File: config.mk
export PLATFORM = sky130hd
export DESIGN_NAME = utf16_byte_encoder_flat
export DESIGN_NICKNAME = d
export VERILOG_FILES = /design/src/rtl/utf16_byte_encoder_if.sv /design/src/rtl/utf16_byte_encoder.sv /design/src/flat_wrapper.sv
export SDC_FILE = /design/constraint.sdc
export NUM_CORES = 1
export LEC_CHECK = 0
export BUFFER_PORTS_ARGS = -buffer_cell sky130_fd_sc_hd__buf_2
export CAP_MARGIN = 20
export CORE_AREA = 2 2 75 77
export DETAILED_ROUTE_END_ITERATION = 10
export DIE_AREA = 0 0 77 79
export MAX_ROUTING_LAYER = met4
export PLACE_DENSITY = 0.72
export SETUP_SLACK_MARGIN = 0.1
export SLEW_MARGIN = 30
export SYNTH_ARGS = -nofsm -noshare
export SYNTH_HDL_FRONTEND = slang
export SYNTH_SLANG_ARGS = --single-unit
File: constraint.sdc
create_clock -name clk -period 1.8 [get_ports clk]
set_clock_uncertainty 0.05 [all_clocks]
set_input_delay 0.54 -clock clk [delete_from_list [all_inputs] [get_ports clk]]
set_output_delay 0.54 -clock clk [all_outputs]
set_load 0.05 [all_outputs]
File: src/rtl/utf16_byte_encoder_if.sv
// Code-point-in / UTF-16-byte-out bus bundle for utf16_byte_encoder.
// Latency: n/a (wires only).
// Backpressure: cp side is valid/ready into the encoder, byte side is valid/ready out of it.
//
// Signals:
//   cp_valid, cp_data[31:0], be -> encoder ; cp_ready <- encoder
//   byte_valid, byte_data[7:0]  <- encoder ; byte_ready -> encoder
// Modports: slave = encoder view, master = producer/consumer environment view.
interface utf16_byte_encoder_if;
    logic        cp_valid;
    logic        cp_ready;
    logic [31:0] cp_data;
    logic        be;
    logic        byte_valid;
    logic        byte_ready;
    logic [7:0]  byte_data;

    modport slave (
        input  cp_valid,
        input  cp_data,
        input  be,
        output cp_ready,
        output byte_valid,
        output byte_data,
        input  byte_ready
    );

    modport master (
        output cp_valid,
        output cp_data,
        output be,
        input  cp_ready,
        input  byte_valid,
        input  byte_data,
        output byte_ready
    );
endinterface

File: src/rtl/utf16_byte_encoder.sv
// Serialises one Unicode code point into UTF-16 bytes (BE or LE), surrogate pairs above U+FFFF.
// Latency: first byte valid one cycle after accept; 2 bytes (BMP) or 4 bytes (supplementary), plus 1 idle bubble.
// Backpressure: byte_data/byte_valid hold while byte_ready is low; cp_ready only in IDLE, independent of byte_ready.
//
// Ports:
//   clk, rst          clock, asynchronous active-high reset
//   bus (slave)       cp_valid/cp_ready/cp_data/be in, byte_valid/byte_ready/byte_data out
//   idle              no code point in progress
//   clr_err           synchronous clear of sticky error flags (a same-cycle new error wins)
//   err_range         sticky: code point above 0x10FFFF seen
//   err_surr          sticky: code point in 0xD800..0xDFFF seen
//   bom_req           (UTF16_BOM_EN only) re-arm the byte-order mark for the next accept
// Build option: define UTF16_BOM_EN to prefix the first code point after reset (or after
// bom_req) with a byte-order mark, sent from states BOM0/BOM1.
module utf16_byte_encoder (
    input  logic                      clk,
    input  logic                      rst,
    utf16_byte_encoder_if.slave       bus,
    output logic                      idle,
    input  logic                      clr_err,
    output logic                      err_range,
    output logic                      err_surr
`ifdef UTF16_BOM_EN
    ,
    input  logic                      bom_req
`endif
);

`ifdef UTF16_BOM_EN
    typedef enum logic [2:0] {IDLE, U0, U1, U2, U3, BOM0, BOM1} state_t;
`else
    typedef enum logic [2:0] {IDLE, U0, U1, U2, U3} state_t;
`endif

    state_t      r_state;
    logic [15:0] r_hi;          // first (or only) UTF-16 unit
    logic [15:0] r_lo;          // low surrogate, only meaningful when r_supp
    logic        r_supp;
    logic        r_be;
    logic        r_byte_valid;
    logic [7:0]  r_byte_data;
    logic        r_err_range;
    logic        r_err_surr;
`ifdef UTF16_BOM_EN
    logic        r_bom_pend;
    logic        w_bom;
`endif

    logic        w_accept;
    logic        w_xfer;
    logic        w_bad_range;
    logic        w_bad_surr;
    logic        w_supp;
    logic [3:0]  w_plane_m1;
    logic [15:0] w_unit_hi;
    logic [15:0] w_unit_lo;

    function automatic logic [7:0] f_first(input logic [15:0] u, input logic b);
        return b ? u[15:8] : u[7:0];
    endfunction

    function automatic logic [7:0] f_second(input logic [15:0] u, input logic b);
        return b ? u[7:0] : u[15:8];
    endfunction

    assign w_accept = bus.cp_valid & (r_state == IDLE);
    assign w_xfer   = r_byte_valid & bus.byte_ready;

    assign w_bad_range = (bus.cp_data > 32'h0010_FFFF);
    assign w_bad_surr  = (bus.cp_data >= 32'h0000_D800) && (bus.cp_data <= 32'h0000_DFFF);
    assign w_supp      = !w_bad_range && (bus.cp_data >= 32'h0001_0000);

    // v = cp - 0x10000 only touches the plane bits. cp[20:16] is 1..16 here, and taking
    // cp[19:16]-1 modulo 16 yields plane-1 for all of them (16 wraps 0 -> 15).
    assign w_plane_m1 = bus.cp_data[19:16] - 4'd1;

    always_comb begin
        w_unit_hi = bus.cp_data[15:0];
        w_unit_lo = {6'b110111, bus.cp_data[9:0]};
        if (w_bad_range || w_bad_surr) begin
            w_unit_hi = 16'hFFFD;
        end else if (w_supp) begin
            w_unit_hi = {6'b110110, w_plane_m1, bus.cp_data[15:10]};
        end
    end

`ifdef UTF16_BOM_EN
    // A request in the accept cycle applies to that same code point.
    assign w_bom = r_bom_pend | bom_req;
`endif

    always_ff @(posedge clk or posedge rst) begin
        if (rst) begin
            r_state      <= IDLE;
            r_hi         <= 16'h0000;
            r_lo         <= 16'h0000;
            r_supp       <= 1'b0;
            r_be         <= 1'b0;
            r_byte_valid <= 1'b0;
            r_byte_data  <= 8'h00;
`ifdef UTF16_BOM_EN
            r_bom_pend   <= 1'b1;
`endif
        end else begin
`ifdef UTF16_BOM_EN
            if (w_accept) begin
                r_bom_pend <= 1'b0;
            end else if (bom_req) begin
                r_bom_pend <= 1'b1;
            end
`endif
            case (r_state)
                IDLE: begin
                    if (w_accept) begin
                        r_hi         <= w_unit_hi;
                        r_lo         <= w_unit_lo;
                        r_supp       <= w_supp;
                        r_be         <= bus.be;
                        r_byte_valid <= 1'b1;
`ifdef UTF16_BOM_EN
                        if (w_bom) begin
                            r_state     <= BOM0;
                            r_byte_data <= f_first(16'hFEFF, bus.be);
                        end else begin
                            r_state     <= U0;
                            r_byte_data <= f_first(w_unit_hi, bus.be);
                        end
`else
                        r_state      <= U0;
                        r_byte_data  <= f_first(w_unit_hi, bus.be);
`endif
                    end
                end
`ifdef UTF16_BOM_EN
                BOM0: begin
                    if (w_xfer) begin
                        r_state     <= BOM1;
                        r_byte_data <= f_second(16'hFEFF, r_be);
                    end
                end
                BOM1: begin
                    if (w_xfer) begin
                        r_state     <= U0;
                        r_byte_data <= f_first(r_hi, r_be);
                    end
                end
`endif
                U0: begin
                    if (w_xfer) begin
                        r_state     <= U1;
                        r_byte_data <= f_second(r_hi, r_be);
                    end
                end
                U1: begin
                    if (w_xfer) begin
                        if (r_supp) begin
                            r_state     <= U2;
                            r_byte_data <= f_first(r_lo, r_be);
                        end else begin
                            r_state      <= IDLE;
                            r_byte_valid <= 1'b0;
                            r_byte_data  <= 8'h00;
                        end
                    end
                end
                U2: begin
                    if (w_xfer) begin
                        r_state     <= U3;
                        r_byte_data <= f_second(r_lo, r_be);
                    end
                end
                U3: begin
                    if (w_xfer) begin
                        r_state      <= IDLE;
                        r_byte_valid <= 1'b0;
                        r_byte_data  <= 8'h00;
                    end
                end
                default: begin
                    r_state      <= IDLE;
                    r_byte_valid <= 1'b0;
                    r_byte_data  <= 8'h00;
                end
            endcase
        end
    end

    // Sticky flags: clear first, then OR in a new error so a simultaneous error survives the clear.
    always_ff @(posedge clk or posedge rst) begin
        if (rst) begin
            r_err_range <= 1'b0;
            r_err_surr  <= 1'b0;
        end else begin
            r_err_range <= (r_err_range & ~clr_err) | (w_accept & w_bad_range);
            r_err_surr  <= (r_err_surr  & ~clr_err) | (w_accept & w_bad_surr);
        end
    end

    assign bus.cp_ready   = (r_state == IDLE);
    assign bus.byte_valid = r_byte_valid;
    assign bus.byte_data  = r_byte_data;
    assign idle           = (r_state == IDLE);
    assign err_range      = r_err_range;
    assign err_surr       = r_err_surr;

endmodule

File: src/flat_wrapper.sv
// flat-port wrapper written by rule: the top's interface ports become plain ports
module utf16_byte_encoder_flat 
  (clk, rst, idle, clr_err, err_range, err_surr, bus_cp_valid, bus_cp_data, bus_be, bus_cp_ready, bus_byte_valid, bus_byte_data, bus_byte_ready);
  utf16_byte_encoder_if bus_i ();
  input  logic clk;
  input  logic rst;
  output logic idle;
  input  logic clr_err;
  output logic err_range;
  output logic err_surr;
  input wire logic [$bits(bus_i.cp_valid)-1:0] bus_cp_valid;
  input wire logic [$bits(bus_i.cp_data)-1:0] bus_cp_data;
  input wire logic [$bits(bus_i.be)-1:0] bus_be;
  output wire logic [$bits(bus_i.cp_ready)-1:0] bus_cp_ready;
  output wire logic [$bits(bus_i.byte_valid)-1:0] bus_byte_valid;
  output wire logic [$bits(bus_i.byte_data)-1:0] bus_byte_data;
  input wire logic [$bits(bus_i.byte_ready)-1:0] bus_byte_ready;
  assign bus_i.cp_valid = bus_cp_valid;
  assign bus_i.cp_data = bus_cp_data;
  assign bus_i.be = bus_be;
  assign bus_cp_ready = bus_i.cp_ready;
  assign bus_byte_valid = bus_i.byte_valid;
  assign bus_byte_data = bus_i.byte_data;
  assign bus_i.byte_ready = bus_byte_ready;
  utf16_byte_encoder u_core (.clk(clk), .rst(rst), .bus(bus_i), .idle(idle), .clr_err(clr_err), .err_range(err_range), .err_surr(err_surr));
endmodule
==> metrics.md, run 1 <==
| Metric | Value |
|---|---|
| Critical path endpoint | u_core.r_hi[6] |
| GP Congestion | 0.8848 |
| Number of global-route vias before repair | about 2,800 |
| Number of H-tree levels | 2 |
| Predominant post-synthesis flop cell | dfrtp_1 |
| Most frequent CP cell | buf_4 |
| WP data required | 1980 ps |
| Core ar. | 0.005338 sq mm |
| Via density | 6.179 |
| Critical path class | in2reg |
| Post-route DRC violation count | 0 |
| First-pass GRT wire length | ~13 mm |
| Post-synth top area share | 41.99% |
| Crit path DAT | 2370 ps |
| Comb pwr share | 62.3% |
| Post-Syn Instances | 293 |
| Ranking of synthesized cells by area | dfrtp_1, nand2_1, nor2_1, a21oi_1, mux2i_1 |
| Min-Delay Path Class | in2async |
| Flop pwr share | between 20% and 30% |
| Layout cell share with drive strength beyond 1 | 54.71% |
| Reg2Reg Setup Slack | -170 ps |
| Sum of buffers and inverters on the critical path | 5 |
| Most common cell in the netlist | nand2_1 |
| Reg clk slew, reported paths | approximately 90 ps |
| Worst-path fanout max | 5 |
| Top-Level Pins | 51 |
| Antenna viol nets, final | 0 |
| Clock Latency Late Sink | 300 ps |
| Iteration-0 DRC Markers | 312 |
| Leakage | 1.887 nW |
| Synth Register Bits | 43 |
| Warnings from Yosys | 0 |
| Critical-path cell list | buf_6 -> nor4_4 -> buf_4 -> o2111ai_4 -> buf_6 -> buf_4 -> nor2_1 -> mux2i_4 -> buf_4 -> a21oi_2 |
| Final WS setup | -392.9 ps |
| Tmin final | ~2200 ps |
| Final #Nets | 473 |
| RSZ-0062 raised after global routing | yes |
| Crit start category | input port |
| Vias | 3,133 |
| Syn avg cell area | 8.746 sq um |
| Levels on crit path | 10 |
| R2R depth | 8 |
| Largest stage delay on the critical path | 320 ps |
| Die ar. | ~0.0061 sq mm |
| FP Rows | 27 |
| Family with the most delay on the worst path | buffers and inverters |
| Syn-to-layout area delta | 70.02% |
| Root Buffer | clkbuf_8 |
| Ys async rst share | 100.0% |
| Tcrit/Tclk final | 121.8% |
| Distinct cells, synth | 55 |
| Total routed wirelength | 10.56 mm |
| Final Setup Violations | 36 |
| Commonest cells in the synthesized netlist | nand2_1, dfrtp_1, nor2_1 |
| Clock power frac | 11.1% |
| Post-CTS Hold Fix Bufs | 0 |
| Post-layout util | 81.62% |
| Failing checks | setup timing |
| Clock sink count | 43 |
| CP endpoint kind | flop |
| Critical path's slowest cell | nor4_4 |
| Routed len/inst | 20.82 um |
| Post-DP HPWL | 5.549 mm |
| Net Sw Power | 2.572 mW |
| Slew of the pin with the lowest slew margin | approximately 410 ps |
| Worst r2r src | u_core.r_state[1] |
| Top achievable clock speed | 0.4560 GHz |
| Relative slew slack | 72.37% |
| Internal power | 3.036 mW |
| CTS Buffer Depth | 2 |
| Switching share of power | 45.87% |
| Synth area leader | dfrtp_1 |
| Total global routing overflow | 0 |
| Final Slew Violations | 0 |
| Min Hold Slack | 194.0 ps |
| Initial core utilization | slightly below 50% |
| Max VDD drop | 0.0008775 V |
| Initial antenna violation count | 0 |
| Reg2reg end | u_core.r_hi[9] |
| Synth Net Count | 332 |
| Maxcap violations | 0 |
| Synth Cell Area | around 0.0026 sq mm |
| Power Density | roughly 1300 mW/mm^2 |
| CTS tree | yes |
| Number of flops mapped to enable cells by yosys | 0 |
| ANT cells | 0 |
| Die Y | 79 um |
| Num CTS Buffers | 5 |
| Pin count of the biggest net entering global routing | 44 |
| Crit path from | bus_cp_data[26] |
| Status | complete, but fails checks |
| First-pass iteration count of the detailed router | 5 |
| Share of the yosys chip area belonging to registers | 41.99% |
| Fin. Hold Viols | 0 |
| Tot GR Track Use | between 20 and 30% |
| Port bufs | 50 |
| Die span in x | approximately 77 um |
| Final TNS setup | -5394 ps |
-- registers in the layout, indices dropped and copies added (netlist names) --
name                   flops
u_core.r_hi               16
u_core.r_be                1
u_core.bus.byte_data       8
u_core.err_surr            1
u_core.r_lo               11
u_core.r_state             3
u_core.bus.byte_valid      1
u_core.r_supp              1
u_core.err_range           1
-- power by group through the flow --
stage                     Combinational [mW]  Clock, mW  Sequential, mW
after floorplan                         1.33          0            1.78
after global placement                  2.47          0            1.46
after detailed placement                2.51          0            1.47
after CTS                               2.83      0.618            1.44
after global routing                    3.69      0.652            1.51
final                                   3.49      0.624            1.49
-- worst min path at each step --
stage | startpoint | endpoint | cells after the start
CTS | rst | u_core.r_hi[13] | 3
detailed placement | u_core.r_lo[10] | u_core.r_lo[10] | 1
global placement | u_core.r_lo[4] | u_core.r_lo[4] | 2
floorplan | u_core.r_lo[10] | u_core.r_lo[10] | 1
finish | rst | u_core.r_lo[10] | 3
global route | rst | u_core.r_lo[5] | 3
-- cell type report --
cell class / count / area (sq um)
Clock inverter: 1 / 5.005
Fill cell: 296 / 980.9
Sequential cell: 43 / 1080
Multi-Input combinational cell: 221 / 1767
Timing Repair Buffer: 151 / 1274
Clock buffer: 7 / 76.32
Tap cell: 72 / 90.09
Inverter: 12 / 65.06
-- layout by cell type, fill, tap and decap left out, types with 6 or more instances in the layout --
master    count
nand2_1      38
nor2_1       22
a31oi_1       7
nand2b_1      7
o21ai_0       6
nand2_2      12
nand2_4       6
dfrtp_1      40
buf_4        79
a21oi_1       8
buf_2        42
buf_6        16
inv_1         8
a21oi_2       6
mux2i_1       6
-- kinds of logic (layout without fill, tap and decap cells) --
group | count (synthesis) | in the layout | synth area share (%)
fa+ha+maj | 1 | 1 | 0.4882
mux | 15 | 15 | 6.250
buf+inv | 29 | 171 | 5.029
xor+xnor | 2 | 2 | 0.6837
simple gates | 125 | 125 | 23.24
flops | 43 | 43 | 41.99
compound gates | 78 | 78 | 22.31
-- stage by stage --
| stage | power (mW) | setup WS [ps] | cell area (sq um) | instances |
|---|---|---|---|---|
| 3_5_place_dp | 3.982 | -598.0 | 3527 | 474 |
| 3_3_place_gp | 3.931 | -538.8 | 3527 | 474 |
| 5_1_grt | 5.844 | -434.4 | 4357 | 507 |
| 2_1_floorplan | 3.104 | -439.5 | 2694 | 293 |
| 6_report | 5.608 | -392.9 | 4357 | 507 |
| 4_1_cts | 4.894 | -188.9 | 3880 | 492 |
-- worst min-delay path: stages --
cell and delay, ps:
buf_2 100, clkinv_1 60, buf_12 230
-- layer usage --
metal	global-route usage (%)	part of all wire, %	vias up
met5	-	0	-
met4	11.79	6.2	0
met3	5.795	7.8	58
met2	45.79	48	203
met1	36.02	38	1535
li1	-	-	1337
-- what timing repair did --
| item | CTS | global route |
|---|---|---|
| pin swaps | 12 | 31 |
| resized for setup | 39 | 71 |
| endpoints found under the setup margin | 42 | 42 |
| buffers inserted | 8 | 11 |
| gates cloned | 2 | 4 |
Power figures use the tool's default switching activity.
==> inputs of run 2 (changes only) <==
Settings changed: PLACE_DENSITY 0.72 to default, PLACE_DENSITY_LB_ADDON from default to 0.08, SLEW_MARGIN 30 to 10.
==> run 2 against run 1 <==
Net effect: the run still ends with setup timing left; sequential share of layout area is 1.2 points lower; cell count is 1.6% higher; via count is 3.5% higher; critical endpoint is now u_core.bus.byte_data[0].
==> metrics.md, run 2 (synthesis gave the netlist of run 1 again) <==
| Metric | Value |
|---|---|
| Tcrit/Tclk final | 126.5% (was 121.8%) |
| Worst r2r src | u_core.r_state[2] (was u_core.r_state[1]) |
| Root Buffer | clkbuf_8 (unchanged) |
| Clock power frac | 13.6% (was 11.1%) |
| CP endpoint kind | flop (unchanged) |
| Top-Level Pins | 51 (unchanged) |
| Die ar. | 0.006083 sq mm (unchanged) |
| Power Density | 1259 mW/mm^2 (was 1287 mW/mm^2) |
| Slew of the pin with the lowest slew margin | 527.7 ps (was 413.6 ps) |
| Commonest non-fill, non-tap cells in the layout | buf_4, dfrtp_1, buf_2 (was buf_4, buf_2, dfrtp_1) |
| Die Y | 79 um (unchanged) |
| Family with the most delay on the worst path | compound AO/OA/AOI/OAI gates (was buffers and inverters) |
| Reg2Reg Setup Slack | -290 ps (was -170 ps) |
| Switching share of power | 44.82% (was 45.87%) |
| Port bufs | 50 (unchanged) |
| CTS tree | yes (unchanged) |
| Critical path's slowest cell | a211oi_1 (was nor4_4) |
| CTS Buffer Depth | 2 (unchanged) |
| Final instance area | 0.004566 sq mm (was 0.004357 sq mm) |
| Critical path class | in2reg (unchanged) |
| Syn-to-layout area delta | 78.17% (was 70.02%) |
| Clock sink count | 43 (unchanged) |
| Final Slew Violations | 0 (unchanged) |
| Worst-path fanout max | 7 (was 5) |
| Layout cell share with drive strength beyond 1 | 56.88% (was 54.71%) |
| Largest stage delay on the critical path | 290 ps (was 320 ps) |
| Crit path from | bus_cp_data[17] (was bus_cp_data[26]) |
| Top reg by flops | u_core.r_hi (unchanged) |
| Total global routing overflow | 0 (unchanged) |
| Tmin final | 2276 ps (was 2193 ps) |
| Initial antenna violation count | 0 (unchanged) |
| Clock Latency Late Sink | 310 ps (was 300 ps) |
| Net Sw Power | 2.576 mW (was 2.572 mW) |
| Crit path DAT | 2400 ps (was 2370 ps) |
| Routed len/inst | 22.48 um (was 20.82 um) |
| Number of global-route vias before repair | 2,892 (was 2,785) |
| Iteration-0 DRC Markers | 285 (was 312) |
| WP data required | 1920 ps (was 1980 ps) |
| Failing checks | setup timing (unchanged) |
| Internal power | 3.172 mW (was 3.036 mW) |
| First-pass iteration count of the detailed router | 5 (unchanged) |
| Flop pwr share | 26.0% (was 26.6%) |
| Most common cell after layout, fill and taps aside | buf_4 (unchanged) |
| RSZ-0062 raised after global routing | yes (unchanged) |
| Vias | 3,243 (was 3,133) |
| Final WS setup | -476.3 ps (was -392.9 ps) |
| Final Setup Violations | 39 (was 36) |
| Crit start category | input port (unchanged) |
| Initial core utilization | 48.01% (unchanged) |
| Relative slew slack | 64.82% (was 72.37%) |
| Min-Delay Path Class | in2async (unchanged) |
| Post-DP HPWL | 5.744 mm (was 5.549 mm) |
| Comb pwr share | 60.4% (was 62.3%) |
| Final #Nets | 481 (was 473) |
| Levels on crit path | 11 (was 10) |
| Max VDD drop | 0.0008611 V (was 0.0008775 V) |
| Status | complete, but fails checks (unchanged) |
| Antenna viol nets, final | 0 (unchanged) |
| Placed Area | 0.003495 sq mm (was 0.003527 sq mm) |
| Post-CTS Hold Fix Bufs | 0 (unchanged) |
| ANT cells | 0 (unchanged) |
| Num CTS Buffers | 5 (unchanged) |
| Number of H-tree levels | 2 (unchanged) |
| Via density | 6.297 (was 6.179) |
| Total routed wirelength | 11.58 mm (was 10.56 mm) |
| FP Rows | 27 (unchanged) |
| Core ar. | 0.005338 sq mm (unchanged) |
| Reg2reg end | u_core.r_hi[2] (was u_core.r_hi[9]) |
| Max FFs per register | 16 (unchanged) |
| Maxcap violations | 0 (unchanged) |
| Fin. Hold Viols | 0 (unchanged) |
| Reg clk slew, reported paths | 90 ps (about the same) |
| Critical path endpoint | u_core.bus.byte_data[0] (was u_core.r_hi[6]) |
| Final non-filler cell total | 515 (was 507) |
| Top achievable clock speed | 0.4393 GHz (was 0.4560 GHz) |
| Cell count after placement | 468 (was 474) |
| First-pass GRT wire length | 14.20 mm (was 13.32 mm) |
| Pin count of the biggest net entering global routing | 44 (unchanged) |
| R2R depth | 8 (unchanged) |
| Critical-path cell list | buf_12 -> inv_12 -> ha_4 -> nor4b_4 -> nand4_1 -> a31oi_4 -> buf_12 -> buf_8 -> a2111oi_4 -> a211oi_1 -> o221ai_1 (was buf_6 -> nor4_4 -> buf_4 -> o2111ai_4 -> buf_6 -> buf_4 -> nor2_1 -> mux2i_4 -> buf_4 -> a21oi_2) |
| Post-route DRC violation count | 0 (unchanged) |
| Most frequent CP cell | buf_12 (was buf_4) |
| Leakage | 1.986 nW (was 1.887 nW) |
| Tot GR Track Use | 30.91% (was 28.66%) |
| Die span in x | 77 um (unchanged) |
| Sum of buffers and inverters on the critical path | 4 (was 5) |
| GP Congestion | 0.8534 (was 0.8848) |
[run 2: power by group through the flow]
stage	Clock (mW)	Combinational [mW]	Sequential (mW)
6_report	0.780	3.47	1.50
5_1_grt	0.806	3.68	1.51
4_1_cts	0.767	2.82	1.47
3_5_place_dp	0	2.52	1.48
3_3_place_gp	0	2.49	1.48
2_1_floorplan	0	1.33	1.78
[run 2: how the worst min path moves through the flow]
stage | to | startpoint | slack [ps]
2_1_floorplan | u_core.r_lo[10] | u_core.r_lo[10] | 380
3_3_place_gp | u_core.r_lo[10] | u_core.r_lo[10] | 400
3_5_place_dp | u_core.r_lo[10] | u_core.r_lo[10] | 400
4_1_cts | u_core.bus.byte_valid | rst | 220
5_1_grt | u_core.bus.byte_valid | rst | 240
6_report | u_core.r_hi[5] | rst | 200
[run 2: cell type report]
type,instances,area (sq um)
clock buffers,7,76.32
clock inverters,1,30.03
fillers,278,772.0
inverters,12,65.06
multi-input cells,221,1841
flip-flops and latches,43,1079
well taps,72,90.09
repair buffers,159,1385
[run 2: what timing repair did]
| item | 4_1_cts | 5_1_grt |
|---|---|---|
| setup buffers | 17 | 18 |
| setup endpoints to repair | 38 | 41 |
| resized for setup | 66 | 60 |
| cloned | 1 | 6 |
| pin swaps | 24 | 31 |
[run 2: through the flow]
| step | setup TNS (ps) | worst slack, ps | utilization [%] | power [mW] | hold slack, ps |
|---|---|---|---|---|---|
| floorplan | -3967 | -439.5 | - | 3.104 | 375.3 |
| global placement | -9929 | -518.3 | 65.47 | 3.964 | 400.5 |
| detailed placement | -11760 | -657.1 | 65.47 | 4.001 | 399.5 |
| CTS | -2290 | -165.0 | 76.21 | 5.050 | 221.3 |
| global route | -9211 | -569.0 | 85.54 | 5.997 | 241.2 |
| finish | -7703 | -476.3 | 85.54 | 5.748 | 199.7 |
[run 2: layer usage]
layer | up-vias | share of wire, % | track usage, %
li1 | 1364 | - | -
met3 | 99 | 7.2 | 5.341
met5 | - | 0 | -
met1 | 1542 | 36 | 37.23
met2 | 238 | 49 | 51.14
met4 | 0 | 7.6 | 14.46
[run 2: tightest hold or removal path, delay by kind of cell]
family / cells / cell delay (ps)
buffers and inverters: 3 / 400
